<file path="config.mk">
export PLATFORM = sky130hd
export DESIGN_NAME = acc_dump_dec
export DESIGN_NICKNAME = d
export VERILOG_FILES = /design/src/rtl/acc_dump_dec.sv
export SDC_FILE = /design/constraint.sdc
export NUM_CORES = 1
export LEC_CHECK = 0
export ABC_CLOCK_PERIOD_IN_PS = 5200
export BUFFER_PORTS_ARGS = -buffer_cell sky130_fd_sc_hd__buf_2
export CAP_MARGIN = 20
export CORE_UTILIZATION = 60
export DETAILED_ROUTE_END_ITERATION = 10
export HOLD_SLACK_MARGIN = 0.06
export PLACE_DENSITY = 0.83
export SYNTH_ARGS = -nofsm -noshare
export SYNTH_HDL_FRONTEND = slang
export SYNTH_SLANG_ARGS = --single-unit
</file>
<file path="constraint.sdc">
create_clock -name CLK -period 5.2 [get_ports CLK]
set_clock_uncertainty 0.1 [all_clocks]
set_input_delay 1.04 -clock CLK [delete_from_list [all_inputs] [get_ports CLK]]
set_output_delay 1.04 -clock CLK [all_outputs]
set_load 0.02 [all_outputs]
</file>
<file path="src/rtl/acc_dump_dec.sv">
// Integrate-and-dump decimator: sums 2**LOG2N signed samples and holds each frame sum on OUT.
// Optional input offset removal with output saturation is enabled by defining ACCDUMP_OFFSET_EN.
module acc_dump_dec #(
  parameter int BW    = 6,
  parameter int LOG2N = 4
) (
  input  logic                 CLK,
  input  logic                 RES,
  input  logic signed [BW-1:0] IN,
  input  logic                 IN_VLD,
  input  logic                 SYNC,
`ifdef ACCDUMP_OFFSET_EN
  input  logic signed [BW-1:0] OFFSET,
  output logic                 SAT,
`endif
  output logic signed [BW+3:0] OUT,
  output logic                 OUT_VLD
);

`ifdef ACCDUMP_OFFSET_EN
  localparam int AW = BW + 5;
`else
  localparam int AW = BW + 4;
`endif

  localparam logic [LOG2N-1:0] CNT_LAST = {LOG2N{1'b1}};
  localparam logic [LOG2N-1:0] CNT_ONE  = LOG2N'(1);

  logic [LOG2N-1:0]     r_cnt;
  logic signed [AW-1:0] r_acc;
  logic signed [AW-1:0] w_x;
  logic signed [AW-1:0] w_sum;
  logic                 w_last;

`ifdef ACCDUMP_OFFSET_EN
  localparam logic signed [AW-1:0] SMAX = AW'((1 <<< (BW + 3)) - 1);
  localparam logic signed [AW-1:0] SMIN = AW'(-(1 <<< (BW + 3)));

  logic signed [BW:0] w_diff;

  // Clamp the widened sum into the BW+4-bit output range.
  function automatic logic signed [BW+3:0] sat_out(input logic signed [AW-1:0] v);
    if (v > SMAX)      return SMAX[BW+3:0];
    else if (v < SMIN) return SMIN[BW+3:0];
    else               return v[BW+3:0];
  endfunction

  function automatic logic sat_hit(input logic signed [AW-1:0] v);
    return (v > SMAX) || (v < SMIN);
  endfunction

  assign w_diff = {IN[BW-1], IN} - {OFFSET[BW-1], OFFSET};
  assign w_x    = {{(AW-BW-1){w_diff[BW]}}, w_diff};
`else
  assign w_x    = {{(AW-BW){IN[BW-1]}}, IN};
`endif

  assign w_sum  = r_acc + w_x;
  assign w_last = (r_cnt == CNT_LAST);

  // Frame accumulation and dump; SYNC outranks a pending dump.
  always_ff @(posedge CLK or posedge RES) begin
    if (RES) begin
      r_acc   <= '0;
      r_cnt   <= '0;
      OUT     <= '0;
      OUT_VLD <= 1'b0;
`ifdef ACCDUMP_OFFSET_EN
      SAT     <= 1'b0;
`endif
    end else begin
      OUT_VLD <= 1'b0;
`ifdef ACCDUMP_OFFSET_EN
      SAT     <= 1'b0;
`endif
      if (SYNC) begin
        r_acc <= IN_VLD ? w_x : '0;
        r_cnt <= IN_VLD ? CNT_ONE : '0;
      end else if (IN_VLD) begin
        if (w_last) begin
`ifdef ACCDUMP_OFFSET_EN
          OUT <= sat_out(w_sum);
          SAT <= sat_hit(w_sum);
`else
          OUT <= w_sum;
`endif
          OUT_VLD <= 1'b1;
          r_acc   <= '0;
          r_cnt   <= '0;
        end else begin
          r_acc <= w_sum;
          r_cnt <= r_cnt + CNT_ONE;
        end
      end
    end
  end

endmodule

</file>
==> results of run 1 <==
-- flip-flops by register name, indices dropped and copies added, names as in the netlist --
name	flops
r_acc	10
OUT	10
r_cnt	4
OUT_VLD	1
-- worst max-delay path by stage --
stage	slack, ns	start	cells after the start	to
floorplan	2.27	IN[0]	9	r_acc[8]
global placement	2.10	IN[0]	10	r_acc[8]
detailed placement	2.04	IN[0]	10	r_acc[8]
CTS	2.39	IN[0]	10	r_acc[8]
global route	2.30	IN[0]	10	r_acc[8]
finish	2.39	IN[1]	8	r_acc[9]
-- power breakdown --
| group | internal, mW | total, mW | switching, mW | leakage, nW |
|---|---|---|---|---|
| sequential | 0.211 | 0.224 | 0.0129 | 0.333 |
| combinational | 0.0736 | 0.160 | 0.0865 | 0.461 |
| clock | 0.0289 | 0.0887 | 0.0598 | 0.0177 |
-- Yosys cell counts, drive strengths merged (2+ instances only) --
cell type | number | area share (%)
o21a | 4 | 2.1
a222oi | 4 | 2.8
nor3 | 2 | 0.71
a21oi | 7 | 2.7
dfrtp | 25 | 44
mux2 | 9 | 7.2
ha | 10 | 8.9
inv | 10 | 2.7
nor2 | 8 | 2.1
xor2 | 2 | 1.2
a221o | 5 | 3.5
nor2b | 3 | 1.9
clkbuf | 3 | 0.80
nand2 | 3 | 0.80
o21ai | 6 | 2.1
xnor2 | 7 | 4.3
o21bai | 2 | 1.1
-- worst register-to-register path, stage by stage, from the launching register on --
cell and delay (ns):
dfrtp_1 0.44, ha_1 0.32, a211oi_1 0.25, o21bai_1 0.15, o21a_1 0.22, o311a_1 0.36, xnor2_1 0.15, a221o_1 0.31
-- cells by family after synthesis --
group,Yosys count,synth area share (%)
xor gates and xnor gates,9,5.58
AOI/OAI and AO/OA,39,20.9
and+or+nand+nor,20,7.26
buffers and inverters,14,3.81
adders and majority gates,11,10.3
DFF,25,44.3
muxes,10,7.88
-- per-layer routing --
metal | vias to the layer above | part of all wire (%) | global-route usage (%)
met5 | - | 0 | 0
met3 | 5 | 5.8 | 4.85
met1 | 530 | 44 | 35.0
li1 | 521 | - | -
met2 | 37 | 48 | 42.0
met4 | 0 | 2.0 | 14.4
-- metrics by stage --
| step | power (mW) | hold slack (ns) | util [%] | instance area [sq um] | cells |
|---|---|---|---|---|---|
| 6_report | 0.473 | 0.404 | 71.2 | 1570 | 178 |
| 5_1_grt | 0.499 | 0.422 | 71.2 | 1570 | 178 |
| 4_1_cts | 0.472 | 0.405 | 71.2 | 1570 | 178 |
| 3_5_place_dp | 0.385 | 0.375 | 69.9 | 1550 | 174 |
| 3_3_place_gp | 0.373 | 0.366 | 69.9 | 1550 | 174 |
| 2_1_floorplan | 0.348 | 0.363 | - | 1410 | 128 |
-- layout make-up --
class / instances / area (sq um)
Clock buffer: 3 / 22.5
Clock inverter: 1 / 5.00
Fill cell: 164 / 638
Inverter: 10 / 37.5
Multi-Input combinational cell: 89 / 733
Sequential cell: 25 / 626
Tap cell: 28 / 35.0
Timing Repair Buffer: 22 / 115
==> metrics, run 1 <==
CTS resizes 0; asr flop ratio synth 100%; crit path max fanout 3; maximum vdd drop between 200 and 250 uV; initial antenna violation count 0; Setup Fix Bufs, Post-CTS 0; Slew headroom 38.0%; hold path depth 1; clock slew at reported path FFs about 0.14 ns; Fin Setup TNS 0 ns; slowest cell on the critical path o311a_1; drt pass-1 iters 4; Reg2Reg Depth 7; via count around 1,100; clock latency on the worst-skew pair about 0.32 ns; Fmax approximately 360 MHz; Seq/Total Area, Yosys between 40% and 50%; largest net degree at the start of global routing 26; final HPWL from detailed placement 2200 um; Mapped Nets about 150; Routed wire per std cell 16.5 um; clk sink count 25; DRT Wirelength slightly below 3000 um; final hold vios 0; Crit path max-delay family compound AO/OA/AOI/OAI gates; pre-CTS WS around 2.0 ns; first-pass GRT wire length a little under 5000 um; htree depth 1; DRC 0; total core area approximately 2200 sq um; number of synthesized flops with an enable pin 0; area added between synthesis and finish 11.4%; placer congestion estimate 0.869; Critical Path AT a little under 3 ns; Min Clock Period, post-route ~2.8 ns; library cells used by synthesis 38; clock buffer depth 2; count of buffer and inverter cells on the critical path 1; Mean Syn Cell Area ~11 sq um; CP cell instances buf_2, ha_1, a211oi_1, o21bai_1, o21a_1, o311a_1, xnor2_1, a221o_1; Finish-stage setup viols 0; FF-to-FF End r_acc[9]; Startpoint Class input pin; fin. max-slew vios 0; Ys Warns 0; unrepaired setup endpoints after global routing no; layout cell share with drive strength beyond 1 a little under a quarter; CTS tree done; Total GRT Usage between 20% and 30%; outcome finished, final reports clean; Layout Nets around 170; grt total ovfl 0; R2R Path Start r_acc[1]; Slew @ Worst Pin 0.929 ns; IO Pins 21; R2R setup slack roughly 2.8 ns; Hold Path Sink OUT[2]; port buffer count 20; vias per cell about 6; vias in the first global route 1,075; initial cell density of the core 63.9%; Syn Inst Count between 100 and 150; Critical Path RT between 5 and 6 ns; Max Cap Viol 0; HP Class flop to flop; final setup margin 2.39 ns; commonest non-fill, non-tap cell in the layout dfrtp_1; CP max stage delay 0.36 ns; static leakage between 0.8 and 0.9 nW; Die Y 50.5 um; diodes inserted 0; die area between 2000 and 3000 sq um; hold_buf cts 0; synthesized flop and latch total 25; CP Class input pin to flop; die width roughly 50 um; Root Buffer clkbuf_4; crit end category flop; row count 17; first-iteration detailed-routing DRC count 39; ys flop type dfrtp_1; Antenna Nets Post-Route 0; most frequent cells in the layout dfrtp_1, buf_2, inv_1, ha_1; Netlist Area Pre-Place roughly 1400 sq um; cts bufs inserted 3; Worst Hold Launch OUT[2]; power per cell area about 300 nW/um^2; Final Cycle Share around 54%
No activity file was read; power rests on OpenSTA's default activity.
==> run 2, diff against run 1 <==
==> config.mk (replaced) <==
export PLATFORM = sky130hd
export DESIGN_NAME = acc_dump_dec
export DESIGN_NICKNAME = d
export VERILOG_FILES = /design/src/rtl/acc_dump_dec.sv
export SDC_FILE = /design/constraint.sdc
export NUM_CORES = 1
export LEC_CHECK = 0
export ABC_CLOCK_PERIOD_IN_PS = 2520
export BUFFER_PORTS_ARGS = -buffer_cell sky130_fd_sc_hd__buf_2
export CAP_MARGIN = 20
export CORE_UTILIZATION = 50
export DETAILED_ROUTE_END_ITERATION = 10
export HOLD_SLACK_MARGIN = 0.06
export PLACE_DENSITY = 0.74
export SYNTH_ARGS = -nofsm -noshare
export SYNTH_HDL_FRONTEND = slang
export SYNTH_SLANG_ARGS = --single-unit
==> constraint.sdc (replaced) <==
create_clock -name CLK -period 2.52 [get_ports CLK]
set_clock_uncertainty 0.1 [all_clocks]
set_input_delay 0.504 -clock CLK [delete_from_list [all_inputs] [get_ports CLK]]
set_output_delay 0.504 -clock CLK [all_outputs]
set_load 0.02 [all_outputs]
==> metrics, run 2 (synthesized netlist as in run 1, its figures left out) <==
Root Buffer clkbuf_4; clock slew at reported path FFs between 0.1 and 0.15 ns; DRC 0; initial antenna violation count 0; Final Cycle Share 92.5%; diodes inserted 0; placer congestion estimate between 0.8 and 0.9; htree depth 1; vias in the first global route approximately 1,100; Fmax approximately 430 MHz; Startpoint Class flop; Crit path max-delay family compound AO/OA/AOI/OAI gates; initial cell density of the core about 55%; vias per cell just under 6; first-iteration detailed-routing DRC count 31; HP Class input pin to async pin; Switching Share 32.9%; Max Cap Viol 0; Critical Path RT around 2.7 ns; layout cell share with drive strength beyond 1 28.3%; Antenna Nets Post-Route 0; crit end category flop; clk sink count 25; total core area between 2000 and 3000 sq um; maximum vdd drop approximately 640 uV; via count between 1,000 and 1,500; Slew @ Worst Pin around 0.76 ns; Int Pwr approximately 0.67 mW; Finished Layout Cells between 150 and 200; die area between 3000 and 4000 sq um; clock buffer depth 2; critical path depth 9; Psw about 0.33 mW; drt pass-1 iters 5; DRT Wirelength ~2800 um; clock latency on the worst-skew pair about 0.33 ns; Fillers approximately 220; Finish-stage setup viols 0; largest net degree at the start of global routing 26; Slew headroom 49.2%; Routed wire per std cell around 15 um; port buffer count 20; Reg2Reg Depth 9; Critical Path AT between 2 and 2.5 ns; Clk pwr share between 10% and 20%; die width between 50 and 60 um; Total GRT Usage between 20% and 30%; placed insts roughly 190; CP cell instances ha_1, inv_1, fa_1, nor2b_4, o31a_1, a311o_1, a21oi_2, xnor2_1, a221o_1; final HPWL from detailed placement roughly 2100 um; outcome finished, final reports clean; Largest regs OUT: 10 flops, r_acc: 10 flops, r_cnt: 4 flops; first-pass GRT wire length 4710 um; slowest cell on the critical path dfrtp_1; Sequential Power Share about 46%; CTS resizes 0; Layout Nets 181; IO Pins 21; hold_buf cts 0; CTS tree done; commonest non-fill, non-tap cell in the layout dfrtp_1; CP max stage delay about 0.42 ns; launch point of the worst path r_acc[0]; area added between synthesis and finish 16.7%; fin. max-slew vios 0; power per cell area 607 nW/um^2; Comb pwr share about a third; crit path max fanout 2; most frequent cells in the layout dfrtp_1, buf_2, buf_4; grt total ovfl 0; final hold vios 0; unrepaired setup endpoints after global routing no; row count 18; R2R Path Start r_acc[0]; count of buffer and inverter cells on the critical path 1; Power, Total about 1.0 mW; Min Clock Period, post-route between 2 and 2.5 ns; CP Class flop to flop; cts bufs inserted 3; Setup Fix Bufs, Post-CTS 0; static leakage ~0.86 nW; Die Y 55.2 um
-- run 2: metrics by stage --
step	utilization [%]	worst slack (ns)	area, sq um	setup TNS, ns	hold slack, ns
after floorplan	-	0.131	1410	0	0.363
after detailed placement	63.0	-0.0626	1620	-0.0916	0.374
after global routing	64.2	0.0635	1650	0	0.105
final	64.2	0.188	1650	0	0.0920
after CTS	64.2	0.163	1650	0	0.0833
after global placement	63.0	-0.00838	1620	-0.00838	0.364
-- run 2: final cells by class --
cell class / count / area (sq um) / share of cell area [%]
multi-input cells: 89 / 733 / 44.5
flip-flops and latches: 25 / 626 / 38.0
repair buffers: 31 / 183 / 11.1
inverters: 10 / 37.5 / 2.28
well taps: 30 / 37.5 / 2.28
clock buffers: 3 / 22.5 / 1.37
clock inverters: 1 / 8.76 / 0.532
-- run 2: final timing paths --
| check | endpoint | slack (ns) |
|---|---|---|
| worst min-delay path | r_cnt[2] | 0.09 |
| min in group CLK | r_cnt[2] | 0.32 |
| max in group asynchronous | OUT[8] | 1.99 |
| worst max register to register | r_acc[8] | 0.19 |
| worst min register to register | OUT[2] | 0.41 |
| worst max-delay path | r_acc[8] | 0.19 |
-- run 2: metal layers --
layer / routed length, um / vias to the layer above / track usage (%)
met5: 0 / - / 0
met4: 14 / 0 / 5.42
met3: 137 / 2 / 6.01
met2: 1340 / 25 / 37.1
met1: 1320 / 530 / 28.6
li1: - / 536 / -
-- run 2: power groups by stage --
stage | clock network (mW) | logic [mW] | registers, mW
floorplan | 0 | 0.257 | 0.460
global placement | 0 | 0.330 | 0.465
detailed placement | 0 | 0.344 | 0.466
CTS | 0.203 | 0.347 | 0.459
global route | 0.215 | 0.391 | 0.464
finish | 0.193 | 0.347 | 0.460
-- run 2: worst register-to-register path: cells and delay by family (launching register included) --
kind            cells  cell delay [ns]
compound gates      4             1.06
xor+xnor            1             0.08
fa+ha+maj           2             0.45
buf+inv             1             0.07
flops               1             0.42
simple gates        1             0.05
==> run 3, diff against run 2 <==
--- a/config.mk
+++ b/config.mk
@@ -8,10 +8,12 @@
 export ABC_CLOCK_PERIOD_IN_PS = 2520
 export BUFFER_PORTS_ARGS = -buffer_cell sky130_fd_sc_hd__buf_2
 export CAP_MARGIN = 20
-export CORE_UTILIZATION = 50
+export CELL_PAD_IN_SITES_DETAIL_PLACEMENT = 2
+export CELL_PAD_IN_SITES_GLOBAL_PLACEMENT = 2
+export CORE_UTILIZATION = 33
 export DETAILED_ROUTE_END_ITERATION = 10
 export HOLD_SLACK_MARGIN = 0.06
-export PLACE_DENSITY = 0.74
+export PLACE_DENSITY_LB_ADDON = 0.1
 export SYNTH_ARGS = -nofsm -noshare
 export SYNTH_HDL_FRONTEND = slang
 export SYNTH_SLANG_ARGS = --single-unit
==> metrics, run 3 (synthesized netlist as in run 1, its figures left out) <==
Finished Layout Cells between 200 and 250; CP Class flop to flop; Antenna Nets Post-Route 0; clock buffer depth 2; grt total ovfl 0; Routed wire per std cell roughly 17 um; Slew @ Worst Pin approximately 0.42 ns; Critical Path AT 2.47 ns; clock slew at reported path FFs approximately 0.090 ns; maximum vdd drop 292 uV; Power, Total between 1 and 1.5 mW; Max Cap Viol 0; drt pass-1 iters 4; Largest regs OUT: 10 flops, r_acc: 10 flops, r_cnt: 4 flops; IO Pins 21; row count 23; Setup Fix Bufs, Post-CTS 0; crit end category flop; CTS resizes 0; fin. max-slew vios 0; CTS tree done; Final Cycle Share 95.4%; Layout Nets about 190; placer congestion estimate 0.770; vias per cell roughly 5.4; area added between synthesis and finish 22.1%; Root Buffer clkbuf_8; power per cell area roughly 630 nW/um^2; clock latency on the worst-skew pair between 0.2 and 0.3 ns; Total GRT Usage about a fifth; Placed Area 1680 sq um; first-pass GRT wire length 6040 um; static leakage between 0.8 and 0.9 nW; final HPWL from detailed placement 2870 um; placed insts 210; commonest non-fill, non-tap cell in the layout dfrtp_1; Die Y 67.4 um; R2R Path Start r_acc[1]; initial antenna violation count 0; total core area ~4100 sq um; Slew headroom 71.9%; Finish-stage setup viols 0; hold_buf cts 0; initial cell density of the core approximately a third; Fmax approximately 420 MHz; HP Class input pin to async pin; outcome finished, final reports clean; unrepaired setup endpoints after global routing no; first-iteration detailed-routing DRC count slightly below 70; crit path max fanout 3; die width roughly 67 um; via count around 1,200; clk sink count 25; post-route cell area ~1700 sq um; port buffer count 20; largest net degree at the start of global routing 26; Core Util, Final between 40% and 50%; launch point of the worst path r_acc[1]; layout cell share with drive strength beyond 1 a little under a third; cts bufs inserted 3; die area 4550 sq um; Min Clock Period, post-route approximately 2.4 ns; Startpoint Class flop; htree depth 1; vias in the first global route roughly 1,200; Critical Path RT roughly 2.6 ns; most frequent cells in the layout dfrtp_1, buf_2, buf_4; DRC 0; DRT Wirelength roughly 3700 um; diodes inserted 0; final hold vios 0
==> run 3: cell types whose count changed in the layout (fill, tap and decap cells not counted) <==
cell	before	now
inv_6	1	0
clkbuf_4	3	0
buf_4	11	16
clkinv_2	0	1
clkbuf_8	0	3
==> run 3: power by group <==
part,internal [mW],switching (mW)
registers,0.435,0.0288
logic,0.184,0.192
clock network,0.111,0.133
total,0.730,0.354
==> run 3: area by class of cell <==
cell class / instances / area, sq um
clock buffers: 3 / 41.3
multi-input cells: 89 / 733
fillers: 450 / 2330
clock inverters: 1 / 5.00
well taps: 50 / 62.6
inverters: 10 / 37.5
repair buffers: 36 / 220
flip-flops and latches: 25 / 626
==> run 3: final timing paths <==
kind / slack [ns] / cells after the start / to
setup reg to reg: 0.12 / 7 / r_acc[9]
setup / recovery: 0.12 / 7 / r_acc[9]
max in group asynchronous: 1.90 / 3 / r_acc[2]
hold / removal: 0.16 / 3 / r_cnt[2]
min in group CLK: 0.38 / 2 / r_cnt[2]
hold reg to reg: 0.40 / 1 / OUT[2]
==> run 3: per-layer routing <==
| metal | part of all wire [%] | wire length, um | vias to the layer above | global-route usage, % |
|---|---|---|---|---|
| li1 | - | - | 546 | - |
| met1 | 45 | 1680 | 584 | 22.8 |
| met2 | 52 | 1930 | 17 | 33.3 |
| met3 | 2.6 | 96 | 5 | 3.55 |
| met4 | 1.0 | 39 | 0 | 5.59 |
| met5 | 0 | 0 | - | 0 |
==> run 3: stage by stage <==
| stage | hold WS [ns] | setup TNS [ns] | worst slack (ns) |
|---|---|---|---|
| after floorplan | 0.363 | 0 | 0.131 |
| after global placement | 0.366 | -0.144 | -0.0673 |
| after detailed placement | 0.383 | -0.463 | -0.115 |
| after CTS | 0.174 | 0 | 0.0734 |
| after global routing | 0.194 | 0 | 0.0255 |
| final | 0.162 | 0 | 0.115 |
==> run 3: worst max-delay path, stage by stage, from the launching register on <==
cell and delay, ns:
dfrtp_1 0.42, ha_1 0.31, a211oi_1 0.28, o21bai_1 0.15, o21a_1 0.22, o311a_1 0.36
xnor2_1 0.15, a221o_1 0.29
